==> config.mk <==
export PLATFORM = sky130hd
export DESIGN_NAME = frame_swap_ctrl_flat
export DESIGN_NICKNAME = d
export VERILOG_FILES = /design/src/rtl/frame_swap_ctrl_pkg.sv /design/src/rtl/frame_swap_ctrl_if.sv /design/src/rtl/frame_swap_ctrl_fill_counter.sv /design/src/rtl/frame_swap_ctrl.sv /design/src/flat_wrapper.sv
export SDC_FILE = /design/constraint.sdc
export NUM_CORES = 1
export LEC_CHECK = 0
export CAP_MARGIN = 20
export CORE_ASPECT_RATIO = 2
export CORE_MARGIN = 2
export CORE_UTILIZATION = 35
export DETAILED_ROUTE_END_ITERATION = 7
export GPL_ROUTABILITY_DRIVEN = 1
export PLACE_DENSITY = 0.61
export SKIP_LAST_GASP = 1
export SYNTH_ARGS = -nofsm -noshare
export SYNTH_HDL_FRONTEND = slang
export SYNTH_HIERARCHICAL = 1
export SYNTH_SLANG_ARGS = --single-unit
==> constraint.sdc <==
create_clock -name clk -period 8.15 [get_ports clk]
set_clock_uncertainty 0.15 [all_clocks]
set_input_delay 0.815 -clock clk [delete_from_list [all_inputs] [get_ports clk]]
set_output_delay 0.815 -clock clk [all_outputs]
set_load 0.02 [all_outputs]
==> src/rtl/frame_swap_ctrl_pkg.sv <==
// Shared draw-unit constants and types used by the Painter, DrawUnit
// and the frame buffer swap sequencer.
package frame_swap_ctrl_pkg;

    localparam int DEF_PIXELS     = 19200;
    localparam int DEF_BUF_OFFSET = 19200;
    localparam int DEF_ADDR_W     = 16;
    localparam int COLOR_W        = 3;
    localparam int PADDR_W        = 15;

    typedef logic [1:0] state_t;

    localparam state_t ST_DRAW     = 2'd0;
    localparam state_t ST_WAIT_VBL = 2'd1;
    localparam state_t ST_SWAP     = 2'd2;
    localparam state_t ST_CLEAR    = 2'd3;

    typedef logic [COLOR_W-1:0] color_t;

    typedef struct packed {
        logic   en;
        color_t color;
    } clr_cfg_t;

    function automatic int cnt_width(input int n);
        return (n > 1) ? $clog2(n) : 1;
    endfunction

endpackage

==> src/rtl/frame_swap_ctrl_if.sv <==
// Painter-facing and frame-buffer-facing signals of the swap sequencer.
// master = Painter/VGA side, slave = sequencer.
interface frame_swap_ctrl_if #(
    parameter int ADDR_W = 16
);
    import frame_swap_ctrl_pkg::*;

    logic               swap_req;
    logic               swap_ack;
    logic               vblank;
    logic               clear_en;
    color_t             clear_color;
    logic               p_we;
    logic [PADDR_W-1:0] p_addr;
    color_t             p_data;
    logic               p_stall;
    logic               fb_we;
    logic [ADDR_W-1:0]  fb_addr;
    color_t             fb_data;
    logic [ADDR_W-1:0]  rd_offset;
    logic               busy;

    modport master (
        output swap_req,
        output vblank,
        output clear_en,
        output clear_color,
        output p_we,
        output p_addr,
        output p_data,
        input  swap_ack,
        input  p_stall,
        input  fb_we,
        input  fb_addr,
        input  fb_data,
        input  rd_offset,
        input  busy
    );

    modport slave (
        input  swap_req,
        input  vblank,
        input  clear_en,
        input  clear_color,
        input  p_we,
        input  p_addr,
        input  p_data,
        output swap_ack,
        output p_stall,
        output fb_we,
        output fb_addr,
        output fb_data,
        output rd_offset,
        output busy
    );

endinterface

==> src/rtl/frame_swap_ctrl_fill_counter.sv <==
// PIXELS-bounded fill counter: start arms it at 0, it steps once per cycle
// and raises done for one cycle after the last index has been issued.
module frame_swap_ctrl_fill_counter
    import frame_swap_ctrl_pkg::*;
#(
    parameter int PIXELS = DEF_PIXELS,
    parameter int CNT_W  = cnt_width(PIXELS)
) (
    input  logic             clk,
    input  logic             reset,
    input  logic             i_start,
    output logic             o_active,
    output logic             o_done,
    output logic [CNT_W-1:0] o_count
);

    localparam logic [CNT_W-1:0] LAST = CNT_W'(PIXELS - 1);

    logic             r_active;
    logic             r_done;
    logic [CNT_W-1:0] r_count;

    always_ff @(posedge clk or posedge reset) begin
        if (reset) begin
            r_active <= 1'b0;
            r_done   <= 1'b0;
            r_count  <= '0;
        end else if (i_start) begin
            r_active <= 1'b1;
            r_done   <= 1'b0;
            r_count  <= '0;
        end else if (r_active) begin
            if (r_count == LAST) begin
                r_active <= 1'b0;
                r_done   <= 1'b1;
                r_count  <= '0;
            end else begin
                r_count <= r_count + 1'b1;
            end
        end else begin
            r_done <= 1'b0;
        end
    end

    assign o_active = r_active;
    assign o_done   = r_done;
    assign o_count  = r_count;

endmodule

==> src/rtl/frame_swap_ctrl.sv <==
// Double-buffer sequencer: forwards Painter writes to the back buffer,
// flips buffers in vertical blanking and optionally clears the new back.
module frame_swap_ctrl
    import frame_swap_ctrl_pkg::*;
#(
    parameter int PIXELS     = DEF_PIXELS,
    parameter int BUF_OFFSET = DEF_BUF_OFFSET,
    parameter int ADDR_W     = DEF_ADDR_W
) (
    input  logic               clk,
    input  logic               reset,
    frame_swap_ctrl_if.slave   bus
);

    localparam int               CNT_W = cnt_width(PIXELS);
    localparam logic [ADDR_W-1:0] OFFS = ADDR_W'(BUF_OFFSET);

    state_t            r_state;
    state_t            w_state_nxt;
    logic              r_front_sel;
    clr_cfg_t          r_clr;
    logic              r_fb_we;
    logic [ADDR_W-1:0] r_fb_addr;
    color_t            r_fb_data;
    logic              r_ack;

    logic              w_in_draw;
    logic              w_in_swap;
    logic              w_in_clear;
    logic [ADDR_W-1:0] w_back_base;
    logic [ADDR_W-1:0] w_front_base;
    logic              w_fill_start;
    logic              w_fill_active;
    logic              w_fill_done;
    logic [CNT_W-1:0]  w_fill_cnt;
    logic              w_paint_we;
    logic              w_fill_we;

    assign w_in_draw  = (r_state == ST_DRAW);
    assign w_in_swap  = (r_state == ST_SWAP);
    assign w_in_clear = (r_state == ST_CLEAR);

    assign w_back_base  = r_front_sel ? '0 : OFFS;
    assign w_front_base = r_front_sel ? OFFS : '0;

    assign w_fill_start = w_in_swap & r_clr.en;
    assign w_paint_we   = w_in_draw & bus.p_we;
    assign w_fill_we    = w_in_clear & w_fill_active;

    frame_swap_ctrl_fill_counter #(
        .PIXELS (PIXELS),
        .CNT_W  (CNT_W)
    ) u_fill (
        .clk      (clk),
        .reset    (reset),
        .i_start  (w_fill_start),
        .o_active (w_fill_active),
        .o_done   (w_fill_done),
        .o_count  (w_fill_cnt)
    );

    always_comb begin
        w_state_nxt = r_state;
        unique case (r_state)
            ST_DRAW: begin
                if (bus.swap_req) w_state_nxt = ST_WAIT_VBL;
            end
            ST_WAIT_VBL: begin
                if (bus.vblank) w_state_nxt = ST_SWAP;
            end
            ST_SWAP: begin
                w_state_nxt = r_clr.en ? ST_CLEAR : ST_DRAW;
            end
            ST_CLEAR: begin
                if (w_fill_done) w_state_nxt = ST_DRAW;
            end
            default: w_state_nxt = ST_DRAW;
        endcase
    end

    always_ff @(posedge clk or posedge reset) begin
        if (reset) begin
            r_state     <= ST_DRAW;
            r_front_sel <= 1'b0;
            r_clr       <= '0;
        end else begin
            r_state <= w_state_nxt;
            if (w_in_swap) r_front_sel <= ~r_front_sel;
            if (w_in_draw && bus.swap_req) begin
                r_clr.en    <= bus.clear_en;
                r_clr.color <= bus.clear_color;
            end
        end
    end

    // Address/data only move on a real write so the bus stays quiet otherwise.
    always_ff @(posedge clk or posedge reset) begin
        if (reset) begin
            r_fb_we   <= 1'b0;
            r_fb_addr <= '0;
            r_fb_data <= '0;
            r_ack     <= 1'b0;
        end else begin
            r_fb_we <= w_paint_we | w_fill_we;
            if (w_fill_we) begin
                r_fb_addr <= ADDR_W'(w_fill_cnt) + w_back_base;
                r_fb_data <= r_clr.color;
            end else if (w_paint_we) begin
                r_fb_addr <= ADDR_W'(bus.p_addr) + w_back_base;
                r_fb_data <= bus.p_data;
            end
            r_ack <= (w_in_swap & ~r_clr.en) | (w_in_clear & w_fill_done);
        end
    end

    assign bus.fb_we     = r_fb_we;
    assign bus.fb_addr   = r_fb_addr;
    assign bus.fb_data   = r_fb_data;
    assign bus.swap_ack  = r_ack;
    assign bus.p_stall   = ~w_in_draw;
    assign bus.busy      = ~w_in_draw;
    assign bus.rd_offset = w_front_base;

endmodule

==> src/flat_wrapper.sv <==
// flat-port wrapper written by rule: the top's interface ports become plain ports
module frame_swap_ctrl_flat import frame_swap_ctrl_pkg::*;
#(
    parameter int PIXELS     = DEF_PIXELS,
    parameter int BUF_OFFSET = DEF_BUF_OFFSET,
    parameter int ADDR_W     = DEF_ADDR_W
)
  (clk, reset, bus_swap_req, bus_vblank, bus_clear_en, bus_clear_color, bus_p_we, bus_p_addr, bus_p_data, bus_swap_ack, bus_p_stall, bus_fb_we, bus_fb_addr, bus_fb_data, bus_rd_offset, bus_busy);
  frame_swap_ctrl_if #(.ADDR_W(ADDR_W)) bus_i ();
  input  logic clk;
  input  logic reset;
  input wire logic [$bits(bus_i.swap_req)-1:0] bus_swap_req;
  input wire logic [$bits(bus_i.vblank)-1:0] bus_vblank;
  input wire logic [$bits(bus_i.clear_en)-1:0] bus_clear_en;
  input wire logic [$bits(bus_i.clear_color)-1:0] bus_clear_color;
  input wire logic [$bits(bus_i.p_we)-1:0] bus_p_we;
  input wire logic [$bits(bus_i.p_addr)-1:0] bus_p_addr;
  input wire logic [$bits(bus_i.p_data)-1:0] bus_p_data;
  output wire logic [$bits(bus_i.swap_ack)-1:0] bus_swap_ack;
  output wire logic [$bits(bus_i.p_stall)-1:0] bus_p_stall;
  output wire logic [$bits(bus_i.fb_we)-1:0] bus_fb_we;
  output wire logic [$bits(bus_i.fb_addr)-1:0] bus_fb_addr;
  output wire logic [$bits(bus_i.fb_data)-1:0] bus_fb_data;
  output wire logic [$bits(bus_i.rd_offset)-1:0] bus_rd_offset;
  output wire logic [$bits(bus_i.busy)-1:0] bus_busy;
  assign bus_i.swap_req = bus_swap_req;
  assign bus_i.vblank = bus_vblank;
  assign bus_i.clear_en = bus_clear_en;
  assign bus_i.clear_color = bus_clear_color;
  assign bus_i.p_we = bus_p_we;
  assign bus_i.p_addr = bus_p_addr;
  assign bus_i.p_data = bus_p_data;
  assign bus_swap_ack = bus_i.swap_ack;
  assign bus_p_stall = bus_i.p_stall;
  assign bus_fb_we = bus_i.fb_we;
  assign bus_fb_addr = bus_i.fb_addr;
  assign bus_fb_data = bus_i.fb_data;
  assign bus_rd_offset = bus_i.rd_offset;
  assign bus_busy = bus_i.busy;
  frame_swap_ctrl #(.PIXELS(PIXELS), .BUF_OFFSET(BUF_OFFSET), .ADDR_W(ADDR_W)) u_core (.clk(clk), .reset(reset), .bus(bus_i));
endmodule
==> Word-level counts from Yosys, hierarchy flattened <==
Index checks and enable logic that the tools add are counted.
{ "totals": {"reg_bits": 45, "inputBits": 27, "out_inout_bits": 39, "word_cells": 57} }
{ "classes": {"add_sub_neg": 3, "n_eq_ne": 8, "muxes": 20, "bitwise_logic": 10, "n_reduce_logical": 5} }
{ "op_table": {"columns": ["op", "count"], "rows": [
  ["15-bit 2-to-1 mux", 5],
  ["15-bit by 16-bit adder with 16-bit output", 2],
  ["16-bit 2-to-1 mux", 2],
  ["15-bit by 1-bit adder with 15-bit output, second input constant", 1],
  ["15-bit equality test, second input constant", 1],
  ["2-bit 2-to-1 mux", 4],
  ["2-bit case mux with 4 select lines", 1],
  ["1-bit 2-to-1 mux", 6],
  ["3-bit 2-to-1 mux", 2],
  ["2-bit != test, second input constant", 3],
  ["1-bit AND", 5],
  ["2-bit equality test, second input constant", 2],
  ["2-bit nonzero test", 2],
  ["3-bit by 2-bit != test with 1-bit output, second input constant", 1],
  ["1-bit inverter", 3],
  ["3-bit AND reduction", 1],
  ["2-bit by 1-bit equality test with 1-bit output, second input constant", 1],
  ["2-bit zero test", 1],
  ["1-bit bitwise OR", 2],
  ["1-bit logical AND", 1]
]} }

==> Depth between registers and ports, before layout <==
{ "depth": {"depth_word": 4, "mapped_depth": 13, "depth_no_buf": 10} }

==> By module <==
The synthesis kept the hierarchy.
{ "by_module_without_submodules": {"columns": ["module", "instances", "cells_each", "area_each_um2", "seq_area_each_um2"], "rows": [
  ["frame_swap_ctrl", 1, 188, 1631.6, 700.7],
  ["frame_swap_ctrl_fill_counter", 1, 108, 999.7, 425.4]
]} }

==> Least setup slack after synthesis <==
Ideal clock, no wire load.
{ "synth_path": {"path_kind": "reg2reg", "from": "register u_core.r_state[0]", "to": "register u_core.r_fb_addr[14] (netlist: u_core/bus.fb_addr[14])", "setup_ns": 0.121, "arrival_time_ns": 2.413, "t_required_ns": 7.879, "setup_slack_ns": 5.466, "stages_incl_launch_ff": 14, "path_buffers": 3, "period_less_slack_ns": 2.684, "cell_sequence": "dfrtp_1 > buf_4 > and3_1 > buf_6 > clkbuf_1 > nand2_1 > nand2_1 > ha_1 > inv_1 > fa_1 > nor2b_1 > and3_1 > or4_1 > and4b_1"} }
{ "synth_via": {"elab_chain_cells": 3, "word_cells_on_any_way": 6, "classes_between": "1 x eq/ne; 1 x mux; 2 x bitwise; 2 x reduce/logical"} }
{ "synth_rtl": {"columns": ["item", "line", "source"], "rows": [
  ["from (decl)", "frame_swap_ctrl.sv:18", "state_t r_state;"],
  ["from (signal assigned)", "frame_swap_ctrl.sv:87", "r_state <= w_state_nxt;"],
  ["2-bit equality test / 2-bit zero test (equally long branches)", "frame_swap_ctrl.sv:41, frame_swap_ctrl.sv:39", null],
  ["1-bit AND (on tied branches)", "frame_swap_ctrl.sv:48, frame_swap_ctrl.sv:47", null],
  ["16-bit 2-to-1 mux / 2-bit nonzero test (equally long branches)", null, null],
  ["to (signal assigned)", "frame_swap_ctrl.sv:106", "r_fb_addr <= ADDR_W'(w_fill_cnt) + w_back_base;"],
  ["to (signal assigned)", "frame_swap_ctrl.sv:109", "r_fb_addr <= ADDR_W'(bus.p_addr) + w_back_base;"],
  ["to (decl)", "frame_swap_ctrl.sv:23", "logic [ADDR_W-1:0] r_fb_addr;"]
]} }
Several ways; a longest one is shown, not always the timed one.
A chain may end at the register's enable or synchronous reset.

==> Worst setup path in the final report <==
Ends and elaborated chain as after synthesis.

==> metrics.txt <==
Mapped Area=0.00263 mm^2; Cell Rows=44; Top cell by count, worst path=nand2_1; drt drc=0; Power Density=146 mW/mm^2; P_sw=99.9 uW; Seq cells post-synth=45; Chip Height=127 um; total die area=0.00827 mm^2; # diodes=0; Ports=66; Syn Inst Count=296; All-Layer GR Usage=17.3%; most used flip-flop cell after synthesis=dfrtp_1; Area Overhead vs Synth=25.4%; Initial DRC Count=203; CP max stage delay=630 ps; Cell Int Power=383 uW; Warnings, synthesis=6; Post-Route Setup TNS=0 ps; Final ANT Viol Nets=0; reg2reg start=u_core/r_state[0]; actual slew at the worst max-slew pin=888 ps; vias per cell=5.25; Slew Limit Headroom=40.8%; Fmax=320 MHz; fill count=750; Place WS=5050 ps; top cells by area, synth=dfrtp_1, nand2_1, buf_4; CP max stage cell=nand3_1; vias in the first global route=2251; initial antenna violation count=0; post-route setup slack=5020 ps; total core area=0.00727 mm^2; worst setup path startpoint=u_core/r_state[0]; Final Cycle Share=38.4%; Worst setup SP type=register; CTS resizes=0; async set or reset register ratio after synthesis=100%; Max VDD drop=102 uV; Seq/Total Area, Yosys=42.8%; placer congestion estimate=0.870; largest net degree at the start of global routing=34; combinational share of power=7.5%; Area after DPL=0.00314 mm^2; Num Clock Sinks=45; H-tree depth=2; final setup vio count=0; RSZ-0062 raised after global routing=no; hold_sp=u_core/bus.fb_addr[8]; Post-synth EDFFs=0; distinct cell type count after synthesis=54; DR vias=2259; outcome=complete, no violations; I/O Buffers=53; HP Class=reg2reg; Setup Crit Path Kind=reg2reg; Root Buffer=clkbuf_16; worst skew pair latency=280 ps; Static Leakage=0.00143 uW; # Max-Cap Violations=0; clock power share=46.2%; Final Hold Viols=0; final instance area=0.00330 mm^2; first-pass GRT wire length=11.0 mm; area leader, netlist=dfrtp_1; critical path data required time=8170 ps; Worst EP arrival=3150 ps; CP max FO=20; CP Cell Sequence=nand3_1, nand2_1, nand2_1, ha_1, inv_1, fa_1, nor2b_1, and3_1, or4_1, and4b_1; sequential power share=46.3%; gr ovfl total=0; min Tclk post-route=3130 ps; area share of the largest cell type after synthesis=42.8%; syn_area_per_cell=8.89 um^2; worst-case clock buffer depth=2; WL final=6.55 mm; worst hold slack=320 ps; Initial Util=36.2%; Clk pin slew, worst setup/hold paths=60 ps; DPL Wire Length=5.13 mm; Die Wd=65.3 um; Slew Viols, Final=0; switch share=20.7%; CP Capture Type=register; 1st-pass router iterations=4; hold_buf cts=0; Nets=371; CTS tree=done; clock buffer count from CTS=5; number of setup buffers added after CTS=0; share of cells above drive strength 1=5.92%; Avg WL per Cell=15.2 um
-- final timing paths --
check | endpoint | slack [ps] | cells past startpoint
max | u_core/bus.fb_addr[14] | 5020 | 10
min | u_core/bus.fb_addr[8] | 320 | 2
max reg2reg | u_core/bus.fb_addr[14] | 5020 | 10
min reg2reg | u_core/bus.fb_addr[8] | 320 | 2
max in group asynchronous | u_core/u_fill/o_done | 6550 | 2
min in group asynchronous | u_core/r_clr[2] | 780 | 2
-- area by class of cell --
class                   instances  area (um^2)  area share [%]
flip-flops and latches         45         1130            34.1
well taps                      92          115            3.49
inverters                      10         37.5            1.14
clock buffers                   5          125            3.79
repair buffers                 55          566            17.1
clock inverters                 2         35.0            1.06
multi-input cells             221         1300            39.3
-- power groups by stage --
stage,logic [uW],clock network [uW],registers [uW]
floorplan,21.5,0,228
global placement,34.3,0,228
detailed placement,36.3,0,227
CTS,36.5,231,223
global route,40.0,238,223
finish,36.0,223,223
-- cell families after synthesis --
kind of cell             count (synthesis)  share of synthesized area (%)
AO/OA/AOI/OAI                           59                           15.6
flip-flops                              45                           42.8
adder cells (fa/ha/maj)                  6                           3.14
XOR/XNOR                                 3                          0.999
other                                    1                          0.143
multiplexers                             8                           3.28
buffers and inverters                   41                           9.51
AND/OR/NAND/NOR                        133                           24.5
-- registers in the layout, indices dropped and copies added (netlist names), 2 cells and up --
register / count
u_core/bus.fb_addr: 16
u_core/r_state: 2
u_core/u_fill/o_count: 15
u_core/r_clr: 4
u_core/bus.fb_data: 3
-- cell usage after synthesis (4+ instances only) --
| cell | number |
|---|---|
| nor3_1 | 4 |
| nand2_1 | 61 |
| a21oi_1 | 6 |
| nor2_1 | 24 |
| nand4_1 | 5 |
| and3_1 | 4 |
| or3_1 | 4 |
| o21ai_0 | 12 |
| a31oi_1 | 13 |
| inv_1 | 10 |
| nand3_1 | 5 |
| buf_4 | 18 |
| clkbuf_1 | 5 |
| o21a_1 | 5 |
| mux2_2 | 5 |
| dfrtp_1 | 45 |
| ha_1 | 5 |
| buf_2 | 5 |
| or4_1 | 4 |
| nor3b_1 | 4 |
-- cell usage in the layout (no fill, tap or decap), types with 6 or more instances in the layout --
cell / instances
nand2_1: 61
clkdlybuf4s50_1: 53
dfrtp_1: 45
nor2_1: 24
a31oi_1: 13
o21ai_0: 12
conb_1: 12
inv_1: 10
a21oi_1: 6
-- worst max-delay path, delay by kind of cell (launching register included) --
| family | cells | cell delay [ps] |
|---|---|---|
| DFF | 1 | 450 |
| and+or+nand+nor | 7 | 1950 |
| adders and majority gates | 2 | 390 |
| buffers and inverters | 1 | 70 |
-- through the flow --
step	utilization [%]	cells	total power, uW
final	45.4	430	483
after floorplan	-	307	249
after global placement	42.8	422	262
after detailed placement	43.2	423	264
after global routing	45.4	430	501
after CTS	45.4	430	490
-- routing by layer --
metal  track usage [%]  wire [um]
met2              32.3       3710
met1              17.8       2390
met4              8.82        220
met3              2.93        234
met5                 0          0
Power figures use the tool's default switching activity.
